File: config.mk
export PLATFORM = sky130hd
export DESIGN_NAME = compare_search_flat
export DESIGN_NICKNAME = d
export VERILOG_FILES = /design/src/rtl/search_pkg.sv /design/src/rtl/compare_search_if.sv /design/src/rtl/compare_search.sv /design/src/flat_wrapper.sv
export SDC_FILE = /design/constraint.sdc
export NUM_CORES = 1
export LEC_CHECK = 0
export ABC_CLOCK_PERIOD_IN_PS = 8200
export BUFFER_PORTS_ARGS = -buffer_cell sky130_fd_sc_hd__buf_2
export CORE_MARGIN = 2
export CORE_UTILIZATION = 35
export CTS_CLUSTER_SIZE = 30
export DETAILED_ROUTE_END_ITERATION = 10
export PLACE_DENSITY = 0.61
export SYNTH_ARGS = -nofsm -noshare
export SYNTH_HDL_FRONTEND = slang
export SYNTH_SLANG_ARGS = --single-unit
File: constraint.sdc
create_clock -name clock -period 8.2 [get_ports clock]
set_input_delay 0.82 -clock clock [delete_from_list [all_inputs] [get_ports clock]]
set_output_delay 0.82 -clock clock [all_outputs]
set_load 0.01 [all_outputs]
File: src/rtl/search_pkg.sv
// Shared types for the binary-search engine.
//   search_state_t : IDLE (waiting for start), SEARCH (one probe per clock),
//                    DONE (one-cycle completion pulse).
package search_pkg;

  typedef enum logic [1:0] {
    IDLE   = 2'd0,
    SEARCH = 2'd1,
    DONE   = 2'd2
  } search_state_t;

endpackage

File: src/rtl/compare_search_if.sv
// Request/response and comparator-flag bundle for compare_search.
//   start, lo_init, hi_init     : search request (master -> engine)
//   AltB, AeqB, AgtB            : comparator flags for the current probe (master -> engine)
//   probe                       : comparator 'a' operand (engine -> master)
//   busy, done, found, err      : status (engine -> master)
//   result, nprobes             : located value and probe count (engine -> master)
interface compare_search_if #(
  parameter int unsigned W = 8
);

  localparam int unsigned NW = $clog2(W + 2);

  logic          start;
  logic [W-1:0]  lo_init;
  logic [W-1:0]  hi_init;
  logic [W-1:0]  probe;
  logic          AltB;
  logic          AeqB;
  logic          AgtB;
  logic          busy;
  logic          done;
  logic          found;
  logic          err;
  logic [W-1:0]  result;
  logic [NW-1:0] nprobes;

  // Requester / flag source side.
  modport master (
    output start, lo_init, hi_init, AltB, AeqB, AgtB,
    input  probe, busy, done, found, err, result, nprobes
  );

  // Search engine side.
  modport slave (
    input  start, lo_init, hi_init, AltB, AeqB, AgtB,
    output probe, busy, done, found, err, result, nprobes
  );

endinterface

File: src/rtl/compare_search.sv
// Sequential binary-search engine driving an external magnitude comparator.
//   clock, reset : rising-edge clock, synchronous active-high reset
//   bus (slave)  : start/lo_init/hi_init request, probe out, AltB/AeqB/AgtB in,
//                  busy/done/found/err/result/nprobes status (all registered)
module compare_search
  import search_pkg::*;
#(
  parameter int unsigned W = 8
) (
  input logic              clock,
  input logic              reset,
  compare_search_if.slave  bus
);

  localparam int unsigned NW = $clog2(W + 2);

  search_state_t state, state_nx;
  logic [W-1:0]  lo, lo_nx;
  logic [W-1:0]  hi, hi_nx;
  logic [W-1:0]  probe_q, probe_nx;
  logic [W-1:0]  result_q, result_nx;
  logic [NW-1:0] nprobes_q, nprobes_nx;
  logic          found_q, found_nx;
  logic          err_q, err_nx;
  logic          busy_q, done_q;
  logic [2:0]    flags;

  // Midpoint without W+1 bits: (h - l) never underflows while l <= h.
  function automatic logic [W-1:0] mid(input logic [W-1:0] l, input logic [W-1:0] h);
    return l + ((h - l) >> 1);
  endfunction

  assign flags = {bus.AltB, bus.AeqB, bus.AgtB};

  // State register and all datapath registers.
  always_ff @(posedge clock) begin
    if (reset) begin
      state     <= IDLE;
      lo        <= '0;
      hi        <= '0;
      probe_q   <= '0;
      result_q  <= '0;
      nprobes_q <= '0;
      found_q   <= 1'b0;
      err_q     <= 1'b0;
      busy_q    <= 1'b0;
      done_q    <= 1'b0;
    end else begin
      state     <= state_nx;
      lo        <= lo_nx;
      hi        <= hi_nx;
      probe_q   <= probe_nx;
      result_q  <= result_nx;
      nprobes_q <= nprobes_nx;
      found_q   <= found_nx;
      err_q     <= err_nx;
      busy_q    <= (state_nx == SEARCH);
      done_q    <= (state_nx == DONE);
    end
  end

  // Next-state and next-datapath logic.
  always_comb begin
    state_nx   = state;
    lo_nx      = lo;
    hi_nx      = hi;
    probe_nx   = probe_q;
    result_nx  = result_q;
    nprobes_nx = nprobes_q;
    found_nx   = found_q;
    err_nx     = err_q;

    case (state)
      IDLE: begin
        if (bus.start) begin
          found_nx   = 1'b0;
          err_nx     = 1'b0;
          nprobes_nx = '0;
          if (bus.lo_init <= bus.hi_init) begin
            lo_nx    = bus.lo_init;
            hi_nx    = bus.hi_init;
            probe_nx = mid(bus.lo_init, bus.hi_init);
            state_nx = SEARCH;
          end else begin
            state_nx = DONE;
          end
        end
      end

      SEARCH: begin
        nprobes_nx = nprobes_q + NW'(1);
        case (flags)
          3'b010: begin
            result_nx = probe_q;
            found_nx  = 1'b1;
            state_nx  = DONE;
          end
          3'b100: begin
            // probe below target; probe == hi means the range is exhausted
            if (probe_q == hi) begin
              state_nx = DONE;
            end else begin
              lo_nx    = probe_q + W'(1);
              probe_nx = mid(probe_q + W'(1), hi);
            end
          end
          3'b001: begin
            // probe above target; probe == lo means the range is exhausted
            if (probe_q == lo) begin
              state_nx = DONE;
            end else begin
              hi_nx    = probe_q - W'(1);
              probe_nx = mid(lo, probe_q - W'(1));
            end
          end
          default: begin
            err_nx   = 1'b1;
            found_nx = 1'b0;
            state_nx = DONE;
          end
        endcase
      end

      DONE: begin
        state_nx = IDLE;
      end

      default: begin
        state_nx = IDLE;
      end
    endcase
  end

  assign bus.probe   = probe_q;
  assign bus.busy    = busy_q;
  assign bus.done    = done_q;
  assign bus.found   = found_q;
  assign bus.err     = err_q;
  assign bus.result  = result_q;
  assign bus.nprobes = nprobes_q;

endmodule

File: src/flat_wrapper.sv
// flat-port wrapper written by rule: the top's interface ports become plain ports
module compare_search_flat import search_pkg::*;
#(
  parameter int unsigned W = 8
)
  (clock, reset, bus_start, bus_lo_init, bus_hi_init, bus_AltB, bus_AeqB, bus_AgtB, bus_probe, bus_busy, bus_done, bus_found, bus_err, bus_result, bus_nprobes);
  compare_search_if #(.W(W)) bus_i ();
  input logic clock;
  input logic reset;
  input wire logic [$bits(bus_i.start)-1:0] bus_start;
  input wire logic [$bits(bus_i.lo_init)-1:0] bus_lo_init;
  input wire logic [$bits(bus_i.hi_init)-1:0] bus_hi_init;
  input wire logic [$bits(bus_i.AltB)-1:0] bus_AltB;
  input wire logic [$bits(bus_i.AeqB)-1:0] bus_AeqB;
  input wire logic [$bits(bus_i.AgtB)-1:0] bus_AgtB;
  output wire logic [$bits(bus_i.probe)-1:0] bus_probe;
  output wire logic [$bits(bus_i.busy)-1:0] bus_busy;
  output wire logic [$bits(bus_i.done)-1:0] bus_done;
  output wire logic [$bits(bus_i.found)-1:0] bus_found;
  output wire logic [$bits(bus_i.err)-1:0] bus_err;
  output wire logic [$bits(bus_i.result)-1:0] bus_result;
  output wire logic [$bits(bus_i.nprobes)-1:0] bus_nprobes;
  assign bus_i.start = bus_start;
  assign bus_i.lo_init = bus_lo_init;
  assign bus_i.hi_init = bus_hi_init;
  assign bus_i.AltB = bus_AltB;
  assign bus_i.AeqB = bus_AeqB;
  assign bus_i.AgtB = bus_AgtB;
  assign bus_probe = bus_i.probe;
  assign bus_busy = bus_i.busy;
  assign bus_done = bus_i.done;
  assign bus_found = bus_i.found;
  assign bus_err = bus_i.err;
  assign bus_result = bus_i.result;
  assign bus_nprobes = bus_i.nprobes;
  compare_search #(.W(W)) u_core (.clock(clock), .reset(reset), .bus(bus_i));
endmodule
==> metrics.md <==
| Metric | Value |
|---|---|
| Period utilisation layout | `between 50% and 60%` |
| Crit path DAT | `4.55 ns` |
| Cells after synthesis | `515` |
| Syn_area_per_cell | `7.90 um^2` |
| Setup_tns | `0 ns` |
| Global-route wire length before repair | `about 18,000 um` |
| Worst IR drop on VDD | `about 0.12 mV` |
| Vias | `between 3,000 and 4,000` |
| Vias in the first global route | `around 3,700` |
| Crit-path max cell delay | `about 0.50 ns` |
| Critical path fanouts, max | `9` |
| Unrepaired setup endpoints after global routing | `no` |
| Final net count | `around 620` |
| Cell area after layout | `roughly 4500 um^2` |
| Unique masters post-synth | `53` |
| Power per cell area | `approximately 260 nW/um^2` |
| DR iter-0 viols | `approximately 210` |
| Largest family of logic cells by synthesized area | `compound AO/OA/AOI/OAI gates` |
| Layout area overhead | `11.7%` |
| Synth Area in Compound Gates | `between 20% and 30%` |
| Full die area | `~13,000 um^2` |
| Post-CTS Resized | `0` |
| HP Start | `u_core.bus.result[7]` |
| DRC violation count after routing | `0` |
| Largest area contributor in the netlist | `dfxtp_1` |
| Worst-path cell chain | `inv_1, ha_1, inv_1, ha_1, nor2b_1, o21ai_0, nand2_1, maj3_1, a21o_1, a21o_1, a21oi_1, xnor2_1, ha_1, a21o_1, a21oi_1, o41ai_1, a221o_1, a311oi_1` |
| Top cell type's share of synthesized area | `20.7%` |
| Fillers | `roughly 1,200` |
| Flop2flop setup slack | `3.85 ns` |
| # Post-CTS Setup Buffers | `0` |
| CP startpoint kind | `flop` |
| Clock Sinks | `42` |
| Detailed Route WL | `~11,000 um` |
| DR WL/cell | `about 16 um` |
| Xor and xnor area share after synthesis | `roughly 15%` |
| Clk_skew | `0.00703 ns` |
| Final hold violation count | `0` |
| Total grt overflow | `0` |
| Fraction of the mapped netlist area in adder cells | `~17%` |
| Worst Path Required | `~8.4 ns` |
| Antenna fix cells | `0` |
| Final setup violation count | `0` |
| H-Tree Depth | `2` |
| Core area | `between 10,000 and 15,000 um^2` |
| Worst hold path class | `flop to flop` |
| Cell leakage power | `roughly 0.0022 uW` |
| Clock root buffer | `clkbuf_16` |
| Synthesized Nets | `between 500 and 600` |
| DR vias/cell | `approximately 5.3` |
| HPWL Detailed | `between 8000 and 9000 um` |
| Fraction of layout cells with a size suffix above 1 | `a little under an eighth` |
| Worst hold stages | `2` |
| Synth area leaders | `dfxtp_1, ha_1, xor2_1` |
| Worst setup EP type | `flop` |
| Clock buffer count from CTS | `5` |
| Number of hold buffers added after CTS | `0` |
| Fmax | `230 MHz` |
| Reg2reg path depth | `18` |
| CTS max path bufs | `2` |
| CTS tree | `done` |
| Rel. slew slack | `19.2%` |
| Reg clk slew, reported paths | `0.07 ns` |
| GP Congestion | `0.933` |
| Placed Area | `around 4400 um^2` |
| FF-to-FF End | `u_core.bus.probe[7]` |
| Mux contribution to synthesized area | `slightly below 3%` |
| # rows | `39` |
| I/O Buffers | `45` |
| Type of the worst setup path | `flop to flop` |
| Pre-Repair DR Iteration Count | `4` |
| WHS Endpoint | `u_core.bus.result[7]` |
| EDFF count, synth | `0` |
| Ys Warns | `0` |
| Simple logic cell fraction of the synthesized area | `approximately 17%` |
| Worst R2R Start | `u_core.bus.probe[0]` |
| Maximum capacitance violations | `0` |
| Most common cell after layout, fill and taps aside | `nor2_1` |
| Worst-skew pair later-pin latency | `approximately 0.29 ns` |
| Worst-Margin Slew | `~1.2 ns` |
| Commonest non-fill, non-tap cells in the layout | `nor2_1, ha_1, buf_2` |
| Tot GR Track Use | `about 18%` |
| Most used flip-flop cell after synthesis | `dfxtp_1` |
| Starting Density | `35.8%` |
| Initial antenna violation count | `0` |
| Status | `finished, final reports clean` |
| Tmin final | `~4.3 ns` |
| Seq/Total Area, Yosys | `roughly 21%` |
| Post-route ant nets | `0` |
| Die H | `around 110 um` |
| Post-synthesis instance area | `approximately 4000 um^2` |
| CP max-delay cell | `dfxtp_1` |
| Asr flop ratio synth | `0%` |
| FF+latch count, synth | `42` |
| Largest net degree at the start of global routing | `approximately 50` |
| IO Count | `46` |
| Max Slew Vio Count | `0` |
| Die X | `approximately 110 um` |
per-layer routing:
| metal | track usage [%] | up-vias | wire, um |
|---|---|---|---|
| li1 | - | 1856 | - |
| met1 | 24.5 | 1727 | 5390 |
| met2 | 29.3 | 69 | 5090 |
| met3 | 2.01 | 15 | 366 |
| met4 | 4.77 | 0 | 203 |
| met5 | 0 | - | 0 |
cell usage after synthesis (2+ instances only):
| cell type | instances |
|---|---|
| a211o_1 | 6 |
| a211oi_1 | 7 |
| a21boi_0 | 2 |
| a21o_1 | 18 |
| a21oi_1 | 33 |
| a221oi_1 | 3 |
| a22oi_1 | 6 |
| a31oi_1 | 6 |
| a32oi_1 | 2 |
| and3_1 | 2 |
| buf_2 | 2 |
| clkbuf_1 | 20 |
| dfxtp_1 | 42 |
| fa_1 | 6 |
| ha_1 | 45 |
| inv_1 | 41 |
| mux2i_1 | 11 |
| nand2_1 | 34 |
| nand2b_1 | 7 |
| nand3_1 | 5 |
| nand3b_1 | 6 |
| nor2_1 | 61 |
| nor2b_1 | 10 |
| nor3_1 | 10 |
| nor3b_1 | 2 |
| nor4_1 | 5 |
| o211ai_1 | 5 |
| o21ai_0 | 21 |
| o21bai_1 | 3 |
| o31a_1 | 2 |
| o31ai_1 | 2 |
| o41ai_1 | 6 |
| xnor2_1 | 28 |
| xor2_1 | 37 |
critical path, delay by kind of cell (launching register included):
kind / cells / cell delay (ns)
fa+ha+maj: 4 / 1.41
xor+xnor: 1 / 0.14
simple gates: 2 / 0.23
buf+inv: 2 / 0.31
compound gates: 9 / 1.67
flops: 1 / 0.50
kinds of logic after synthesis:
kind of cell / Yosys count
adders and majority gates: 53
DFF: 42
and+or+nand+nor: 147
xor gates and xnor gates: 66
AOI/OAI and AO/OA: 129
muxes: 12
buffers and inverters: 66
registers in the layout, summed over array words and instances, names as in the netlist:
signal,count
u_core.bus.probe,8
u_core.bus.result,8
u_core.bus.err,1
u_core.bus.found,1
u_core.lo,8
u_core.bus.done,1
u_core.state,2
u_core.bus.busy,1
u_core.bus.nprobes,4
u_core.hi,8
worst max-delay path by stage:
stage | slack [ns] | cells past startpoint | start | endpoint
finish | 3.85 | 18 | u_core.bus.probe[0] | u_core.bus.probe[7]
global route | 3.50 | 18 | u_core.bus.probe[0] | u_core.bus.probe[7]
CTS | 3.85 | 18 | u_core.bus.probe[0] | u_core.bus.probe[7]
detailed placement | 3.87 | 18 | u_core.bus.probe[0] | u_core.bus.probe[7]
global placement | 4.08 | 18 | u_core.bus.probe[0] | u_core.bus.probe[7]
floorplan | 4.24 | 18 | u_core.bus.probe[0] | u_core.bus.probe[7]
stage by stage:
| stage | utilization [%] | power (uW) | setup WS [ns] | instances | hold slack [ns] |
|---|---|---|---|---|---|
| final | 40.0 | 1170 | 3.85 | 690 | 0.496 |
| after global routing | 40.0 | 1270 | 3.50 | 690 | 0.521 |
| after CTS | 40.0 | 1170 | 3.85 | 690 | 0.496 |
| after detailed placement | 38.7 | 959 | 3.87 | 682 | 0.480 |
| after global placement | 38.7 | 945 | 4.08 | 682 | 0.469 |
| after floorplan | - | 807 | 4.24 | 515 | 0.457 |
where the power goes:
group	leakage, uW	switching (uW)	internal [uW]	total (uW)
Combinational	0.00176	398	315	713
Sequential	0.000342	34.8	220	255
Clock	0.0000664	90.6	114	205
Total	0.00217	523	649	1170
cell type report:
type	count	area, um^2	area share [%]
Inverter	41	154	3.39
Clock buffer	5	125	2.75
Tap cell	143	179	3.94
Sequential cell	42	841	18.5
Timing Repair Buffer	49	255	5.62
Clock inverter	3	23.8	0.523
Multi-Input combinational cell	407	2970	65.3
Power figures use the tool's default switching activity.
